## config.mk

```make
export PLATFORM = sky130hd
export DESIGN_NAME = fpm_bus_driver
export DESIGN_NICKNAME = d
export VERILOG_FILES = /design/src/rtl/fpm_bus_driver.sv
export SDC_FILE = /design/constraint.sdc
export NUM_CORES = 1
export LEC_CHECK = 0
export ABC_CLOCK_PERIOD_IN_PS = 2200
export CAP_MARGIN = 0
export CORE_AREA = 2 2 115 117
export CTS_BUF_LIST = sky130_fd_sc_hd__clkbuf_8
export DETAILED_ROUTE_END_ITERATION = 12
export DIE_AREA = 0 0 117 119
export GPL_ROUTABILITY_DRIVEN = 0
export PLACE_DENSITY_LB_ADDON = 0.12
export SYNTH_ARGS = -nofsm -noshare
export SYNTH_HDL_FRONTEND = slang
export SYNTH_SLANG_ARGS = --single-unit
export TNS_END_PERCENT = 50
```

## constraint.sdc

```tcl
create_clock -name clk -period 2.2 [get_ports clk]
set_input_delay 0.66 -clock clk [delete_from_list [all_inputs] [get_ports clk]]
set_output_delay 0.66 -clock clk [all_outputs]
set_load 0.05 [all_outputs]
```

## src/rtl/fpm_bus_driver.sv

```systemverilog
// Bus-master sequencer for the memory-mapped FP multiplier: writes A, B and GO,
// polls status until DONE (or timeout), reads the product and returns it on a response port.
module fpm_bus_driver #(
  parameter int unsigned TIMEOUT = 1024,
  parameter int unsigned CNT_W   = 11
) (
  input  logic        clk,
  input  logic        rst,
  input  logic        req_valid_i,
  output logic        req_ready_o,
  input  logic [31:0] req_a_i,
  input  logic [31:0] req_b_i,
  output logic        rsp_valid_o,
  input  logic        rsp_ready_i,
  output logic [31:0] rsp_p_o,
  output logic [5:0]  rsp_flags_o,
  output logic        rsp_timeout_o,
  output logic [1:0]  a_o,
  output logic [31:0] wd_o,
  output logic        we_o,
  input  logic [31:0] rd_i
);

  localparam logic [1:0]       ADDR_A    = 2'd0;
  localparam logic [1:0]       ADDR_B    = 2'd1;
  localparam logic [1:0]       ADDR_P    = 2'd2;
  localparam logic [1:0]       ADDR_CTRL = 2'd3;
  localparam logic [CNT_W-1:0] CNT_LAST  = CNT_W'(TIMEOUT - 1);

  typedef enum logic [2:0] {
    IDLE, WR_A, WR_B, WR_GO, POLL, RD_P, RESP
  } state_e;

  state_e            state_q, state_d;
  logic [31:0]       op_b_q, op_b_d;
  logic [CNT_W-1:0]  cnt_q, cnt_d;
  logic [31:0]       p_q, p_d;
  logic [5:0]        flags_q, flags_d;
  logic              timeout_q, timeout_d;
  logic [1:0]        a_q, a_d;
  logic [31:0]       wd_q, wd_d;
  logic              we_q, we_d;

  // Bus signals are registered: a_d/wd_d/we_d describe the cycle of the state being entered,
  // so the bus is glitch-free and aligned with state_q.
  always_ff @(posedge clk) begin
    // NOTE: non-blocking assignments so every register samples the pre-edge values of the others.
    if (rst) begin
      state_q   <= IDLE;
      op_b_q    <= '0;
      cnt_q     <= '0;
      p_q       <= '0;
      flags_q   <= '0;
      timeout_q <= 1'b0;
      a_q       <= ADDR_A;
      wd_q      <= '0;
      we_q      <= 1'b0;
    end else begin
      state_q   <= state_d;
      op_b_q    <= op_b_d;
      cnt_q     <= cnt_d;
      p_q       <= p_d;
      flags_q   <= flags_d;
      timeout_q <= timeout_d;
      a_q       <= a_d;
      wd_q      <= wd_d;
      we_q      <= we_d;
    end
  end

  always_comb begin
    // NOTE: every signal gets a default first, so no path through the case can infer a latch.
    state_d   = state_q;
    op_b_d    = op_b_q;
    cnt_d     = cnt_q;
    p_d       = p_q;
    flags_d   = flags_q;
    timeout_d = timeout_q;
    a_d       = a_q;
    wd_d      = '0;
    we_d      = 1'b0;

    unique case (state_q)
      IDLE: begin
        if (req_valid_i) begin
          op_b_d    = req_b_i;
          p_d       = '0;
          flags_d   = '0;
          timeout_d = 1'b0;
          a_d       = ADDR_A;
          wd_d      = req_a_i;
          we_d      = 1'b1;
          state_d   = WR_A;
        end
      end
      WR_A: begin
        a_d     = ADDR_B;
        wd_d    = op_b_q;
        we_d    = 1'b1;
        state_d = WR_B;
      end
      WR_B: begin
        a_d     = ADDR_CTRL;
        wd_d    = 32'h1;
        we_d    = 1'b1;
        cnt_d   = '0;
        state_d = WR_GO;
      end
      WR_GO: begin
        a_d     = ADDR_CTRL;
        state_d = POLL;
      end
      POLL: begin
        // DONE is checked before the limit so a DONE on the last allowed poll is still honoured.
        if (rd_i[0]) begin
          flags_d = rd_i[13:8];
          a_d     = ADDR_P;
          state_d = RD_P;
        end else if (cnt_q == CNT_LAST) begin
          timeout_d = 1'b1;
          p_d       = '0;
          flags_d   = '0;
          state_d   = RESP;
        end else begin
          cnt_d = cnt_q + 1'b1;
        end
      end
      RD_P: begin
        p_d     = rd_i;
        state_d = RESP;
      end
      RESP: begin
        if (rsp_ready_i) state_d = IDLE;
      end
      default: state_d = IDLE;
    endcase
  end

  assign req_ready_o   = (state_q == IDLE);
  assign rsp_valid_o   = (state_q == RESP);
  assign rsp_p_o       = p_q;
  assign rsp_flags_o   = flags_q;
  assign rsp_timeout_o = timeout_q;
  assign a_o           = a_q;
  assign wd_o          = wd_q;
  assign we_o          = we_q;

endmodule

```

Word-level counts from Yosys, hierarchy flattened
Index checks and enable logic that the tools add are counted.

word-level totals
  output and inout port bits = 76
  word-level logic and storage cells = 65
  bits in registers = 120
  bits of input ports = 100

cells by class
  multiplexer cells = 27
  reductions and logical operators = 14
  add/subtract/negate cells = 1
  equal/unequal tests = 14

operators by type and width
  kind                     count
  $pmux W32 S3             2
  $mux W32                 4
  $mux W11                 2
  $pmux W11 S2             1
  $pmux W3 S7              1
  $mux W6                  3
  $mux W3                  4
  $pmux W6 S2              1
  $reduce_and A3 Y1        4
  $add A11 B1 Y11 const B  1
  $eq A11 B10 Y1 const B   1
  $ne A2 B2 Y1 const B     5
  $eq A3 B3 Y1 const B     3
  $pmux W2 S4              1
  $reduce_and A4 Y1        2
  $eq A3 B2 Y1 const B     2
  $mux W1                  4
  $mux W2                  2
  $pmux W1 S2              2
  $reduce_bool A2 Y1       2
  $reduce_bool A4 Y1       1
  $reduce_or A2 Y1         2
  $eq A3 B1 Y1 const B     1
  $logic_not A3 Y1         1
  4 further kinds          4

Depth between registers and ports, before layout
  word-level depth = 4
  depth in mapped cells = 7
  depth with buffers taken out = 5

Worst setup path after synthesis
OpenSTA, ideal clock, no wires.

  kind = register to output
  start point = reg state_q[2]
  end point = out rsp_valid_o
  stages on the path, launching flop included = 4
  setup slack = -516 ps
  arrival time = 2056 ps
  buffers on the path = 2
  required time = 1540 ps
  cells stage by stage = dfxtp_1 > clkbuf_1 > clkbuf_1 > nor3b_1

on the way
  longest elaborated chain between the ends = 1

RTL lines
  item                    line  RTL
  from (decl)             34    state_e state_q, state_d;
  from (signal assigned)  59    state_q <= state_d;
  $eq A3 B3 Y1            140   assign rsp_valid_o = (state_q == RESP);
  to (decl)               13    output logic rsp_valid_o,

Every way passes these cells.

Final worst setup path
Ends and elaborated chain as after synthesis.

==> flow_metrics.tcl <==
set metrics [dict create \
    diodes 0 \
    ys_seq_area_share_pct 55.59 \
    ctsHtreeMaxLevel 4 \
    busiest_layer "met2" \
    yosysWarnings 0 \
    grt_pass1_vias 3895 \
    crit_fanout 6 \
    finalNonFillerCells 826 \
    viasPerCell 4.962 \
    crit_required_ns 1.54 \
    grt_use_met1_pct 21.58 \
    dieArea_sq_um 13920 \
    critPathCaptureType "output port" \
    dp_cells 797 \
    pwr_density_cell_nw_per_um2 773.5 \
    post-route-util_pct 52.06 \
    antenna_found_initial 0 \
    setup_viol 0 \
    track_usage_pct 17.57 \
    syn2layout_area_growth_pct 55.10 \
    synth_fp_nets 563 \
    drt-initial-drc-count 286 \
    wire_per_inst_um 14.81 \
    cts.reportedPaths.clkPinSlew_ns 0.06 \
    hold_ws_ns 0.4549 \
    worst_pin_slew_ns 1.135 \
    synthTopCellsByCount "dfxtp_1, nand2_1, a21oi_1, nor2_1, a22o_1" \
    static-leakage-power_nw 2.826 \
    cts_root_buf "clkbuf_8" \
    ys_types 44 \
    synth_edf_count 0 \
    period_share_pct 95.74 \
    cts_tree "built" \
    ctsLongestPathBuffers 2 \
    nFillCells 1255 \
    synthCells 462 \
    cp_cell_sequence "buf_4 > nor3b_4 > buf_12" \
    cp_top_family "flip-flops" \
    vias 4099 \
    hold_violations 0 \
    grt_overflow 0 \
    drt_wl_total_mm 12.23 \
    rsz0062_at_grt "true" \
    synth_ff_type "dfxtp_1" \
    irDropWorstVdd_mv 0.4990 \
    synth-seq-cells 120 \
    syn_area_per_cell_sq_um 9.354 \
    drv_slew 0 \
    critPathBufInv 2 \
    met2_usage_pct 26.52 \
    status "complete, no violations" \
    holdBufCountCts 0 \
    rows 42 \
    post-dp-hpwl_mm 8.423 \
    hold_class "reg -> reg" \
    cp_data_arrival_time_ns 1.45 \
    period_minus_slack_ns 2.106 \
    core_sq_um 12870 \
    slowest_delay_ns 0.46 \
    grt_start_max_net_pins 52 \
    power_mw 5.184 \
    placed_area_sq_um 6370 \
    critPathSlowestCell "dfxtp_1" \
    cap_violations 0 \
    synth_top_area_cell "dfxtp_1" \
    final_area_sq_um 6703 \
    drive_above_1_share_pct 10.77 \
    boundaryPins 176 \
    insertion_delay_ns 0.43 \
    synthTopCellsByArea "dfxtp_1, a22o_1, nand2_1" \
    remaining_drc_errors 0 \
    cp-start-kind "register" \
    synth_top_area_share_pct 55.59 \
    netlist_area_sq_um 4322 \
    clock_sinks 120 \
    first_pass_iters 5 \
    fp.dieW_um 117 \
    die_h_um 119 \
    crit_type "reg -> out" \
    nets 742 \
    synth_most_common_cell "dfxtp_1" \
    fmax_ghz 0.4748 \
    grtUsageMet3_pct 8.957 \
    numCtsBuffers 17 \
    drt.antenna.violating_nets 0 \
    relSlewSlack_pct 24.31 \
    skew_ns 0.006398 \
    start_util_pct 33.57 \
    grt_pass1_wl_mm 19.01 \
    port_buffers 175 \
    ys_async_sr_fraction_pct 0 \
]
[worst paths after layout]
path | start | to | slack, ns | cells past startpoint
setup / recovery | state_q[2] | rsp_valid_o | 0.09 | 3
setup reg to reg | state_q[2] | rsp_p_o[2] | 0.18 | 3
hold reg to reg | op_b_q[22] | op_b_q[22] | 0.45 | 2
hold / removal | op_b_q[22] | op_b_q[22] | 0.45 | 2
[through the flow]
stage | TNS [ns] | setup WS [ns]
after floorplan | -0.05477 | -0.05477
after global placement | -1.254 | -0.1030
after detailed placement | -3.231 | -0.1492
after CTS | 0 | 0.006056
after global routing | -0.003693 | -0.003693
final | 0 | 0.09367
[power by group]
part	internal, mW	total, mW	switching (mW)
clock network	1.12	1.92	0.802
registers	2.28	2.32	0.0454
logic	0.393	0.940	0.546
total	3.79	5.18	1.39
[area by class of cell]
class	count	area, sq um	share of cell area (%)
Tap cell	176	220.2	3.285
Inverter	3	15.01	0.2240
Sequential cell	120	2402	35.84
Timing Repair Buffer	199	1888	28.17
Clock inverter	6	76.32	1.139
Multi-Input combinational cell	300	1798	26.82
Clock buffer	22	302.8	4.517
[logic make-up (layout without fill, tap and decap cells)]
family,after synthesis,count (layout),share of synthesized area [%]
DFF,120,120,55.59
and+or+nand+nor,157,157,16.27
adders and majority gates,1,1,0.2895
AOI/OAI and AO/OA,142,142,23.97
buffers and inverters,42,230,3.880
[sequential cells by signal, summed over array words and instances (netlist names)]
name,count
we_o,1
rsp_p_o,32
cnt_q,11
wd_o,32
rsp_flags_o,6
state_q,3
op_b_q,32
rsp_timeout_o,1
a_o,2
[placed cells by master, fill, tap and decap left out, types with 5 or more instances in the layout]
cell type and count:
clkdlybuf4s50_1 98, nand2_1 71, dlygate4sd2_1 68, buf_4 26, dfxtp_1 120, nor3_1 6, buf_12 5, nor2_1 42
inv_1 5, clkbuf_8 22, a22o_1 39, a22oi_1 31, a21oi_1 44, nand3_1 11
[repair_timing]
action	CTS	global route
endpoints found under the setup margin	69	4
buffers inserted	0	1
pin swaps	1	1
gates resized for setup	68	5
[layer usage]
metal	wire, um	up-vias	part of all wire [%]
li1	-	2017	-
met1	5223	1900	43
met2	5489	172	45
met3	1358	10	11
met4	158	0	1.3
met5	0	-	0
[worst min-delay path: stages (launching register included)]
cell	delay, ns
dfxtp_1	0.31
nand2_1	0.05
a21oi_1	0.05
(Power assumes the default switching activity.)
==> edit, RTL diff (same settings) <==
Reset style: asynchronous (`rst`), changed in one clocked block.
--- a/src/rtl/fpm_bus_driver.sv
+++ b/src/rtl/fpm_bus_driver.sv
@@ -44,5 +44,5 @@
   // Bus signals are registered: a_d/wd_d/we_d describe the cycle of the state being entered,
   // so the bus is glitch-free and aligned with state_q.
-  always_ff @(posedge clk) begin
+  always_ff @(posedge clk or posedge rst) begin
     // NOTE: non-blocking assignments so every register samples the pre-edge values of the others.
     if (rst) begin
Function: differs if rst is asserted again (counterexample within 4 cycles, from zero or initial values and one cycle with rst high); with rst held inactive, the same outputs for 10 cycles.
==> edit against the unedited design <==
Synthesized cell count down 27%. Setup slack better by 0.0065 ns. Sequential cell count unchanged. First-iteration DRC count down 44%. Synthesized area up 9.0%. Critical endpoint is now req_ready_o. Clock skew up 0.0050 ns. Routed wire length down 7.3%. Cell count down 14%. Non-clock buffer count down 6. Final area up 5.8%.
Power is not compared: it rests on default switching activity, and its combinational part moved more than twofold at a synthesized area within 25%.
==> edit: results (changes against the unedited design) <==
* Wire length on met2 at 5300 um (-3.5%)
* Via density at 4.97 (+0.13%)
* Wirelength per Cell at 16.0 um (+7.8%)
* Worst Setup EP: req_ready_o
* Unique masters post-synth at 48 (+9.1%)
* Initial DRT Pass Iterations at 4 (-1)
* CP max-delay cell: dfrtp_1
* Wire length on met3 at 1160 um (-15%)
* Worst Setup SP: state_q[0]
* R2R Setup Slk at 0.14 ns (-0.04 ns)
* Outcome: finished clean
* GRT Total Usage at 16.9% (-0.64 points)
* Mux share of post-synthesis cell area at 8.07% (+8.1 points)
* Post-route minimum period at 2.10 ns (-0.00650 ns)
* Synth Area in Adders at 0.266% (-0.024 points)
* Pin count of the biggest net entering global routing at 62 (+19%)
* Worst stage delay on the critical path at 0.51 ns (+0.05 ns)
* Number of global-route vias before repair at 3472 (-11%)
* Terminus of the critical flop-to-flop path: rsp_p_o[30]
* Top cells by area, synth: dfrtp_1 64%, a22o_1 13%, mux2_2 7.6%
* Ys async rst share at 100% (+100 points)
* Setup Fix Bufs, Post-CTS at 2 (+2)
* Final Skew at 0.0114 ns (+0.00504 ns)
* Reg2reg start: cnt_q[0]
* Final #Nets at 623 (-16%)
==> edit: changes by cell type after synthesis, moves of 12 or more <==
cell / change
nand2_1: -65
nor2_1: -38
a22oi_1: -30
a21oi_1: -39
clkbuf_1: -12
dfrtp_1: +120
a22o_1: +31
mux2_2: +32
dfxtp_1: -120
==> edit: per-stage QoR <==
step	instances	util, %
2_1_floorplan	336	-
3_3_place_gp	677	52.3
3_5_place_dp	677	52.3
4_1_cts	710	55.0
5_1_grt	710	55.1
6_report	710	55.1
==> edit: worst min path at each step <==
stage	startpoint	end	slack (ns)	cells after the start
after floorplan	op_b_q[11]	wd_o[11]	0.46	1
after global placement	op_b_q[5]	wd_o[5]	0.47	1
after detailed placement	op_b_q[16]	wd_o[16]	0.47	1
after CTS	op_b_q[7]	wd_o[7]	0.49	1
after global routing	op_b_q[22]	wd_o[22]	0.50	1
final	op_b_q[22]	wd_o[22]	0.49	1
==> edit: layout make-up <==
class / instances / area [sq um]
sequential: 120 / 3000
fill: 1134 / 5780
multi-input combinational: 187 / 1580
clock buffer: 18 / 248
clock inverter: 13 / 164
tap: 176 / 220
inverter: 3 / 15.0
timing repair buffer: 193 / 1860
==> edit: layer usage <==
metal  vias to the layer above  GRT usage [%]
li1                       1637              -
met1                      1736           20.7
met2                       143           25.4
met3                        12           8.04
met4                         0           7.21
met5                         -              0
==> edit: logic make-up after synthesis <==
group | after synthesis
muxes | 34
AOI/OAI and AO/OA | 105
adders and majority gates | 1
buffers and inverters | 29
DFF | 120
and+or+nand+nor | 47
==> edit: power by group through the flow <==
stage               logic (W)  clock network, W  registers (W)
floorplan             0.00153                 0        0.00476
global placement      0.00434                 0        0.00340
detailed placement    0.00440                 0        0.00341
CTS                   0.00425           0.00215        0.00334
global route          0.00447           0.00225        0.00343
finish                0.00421           0.00209        0.00333
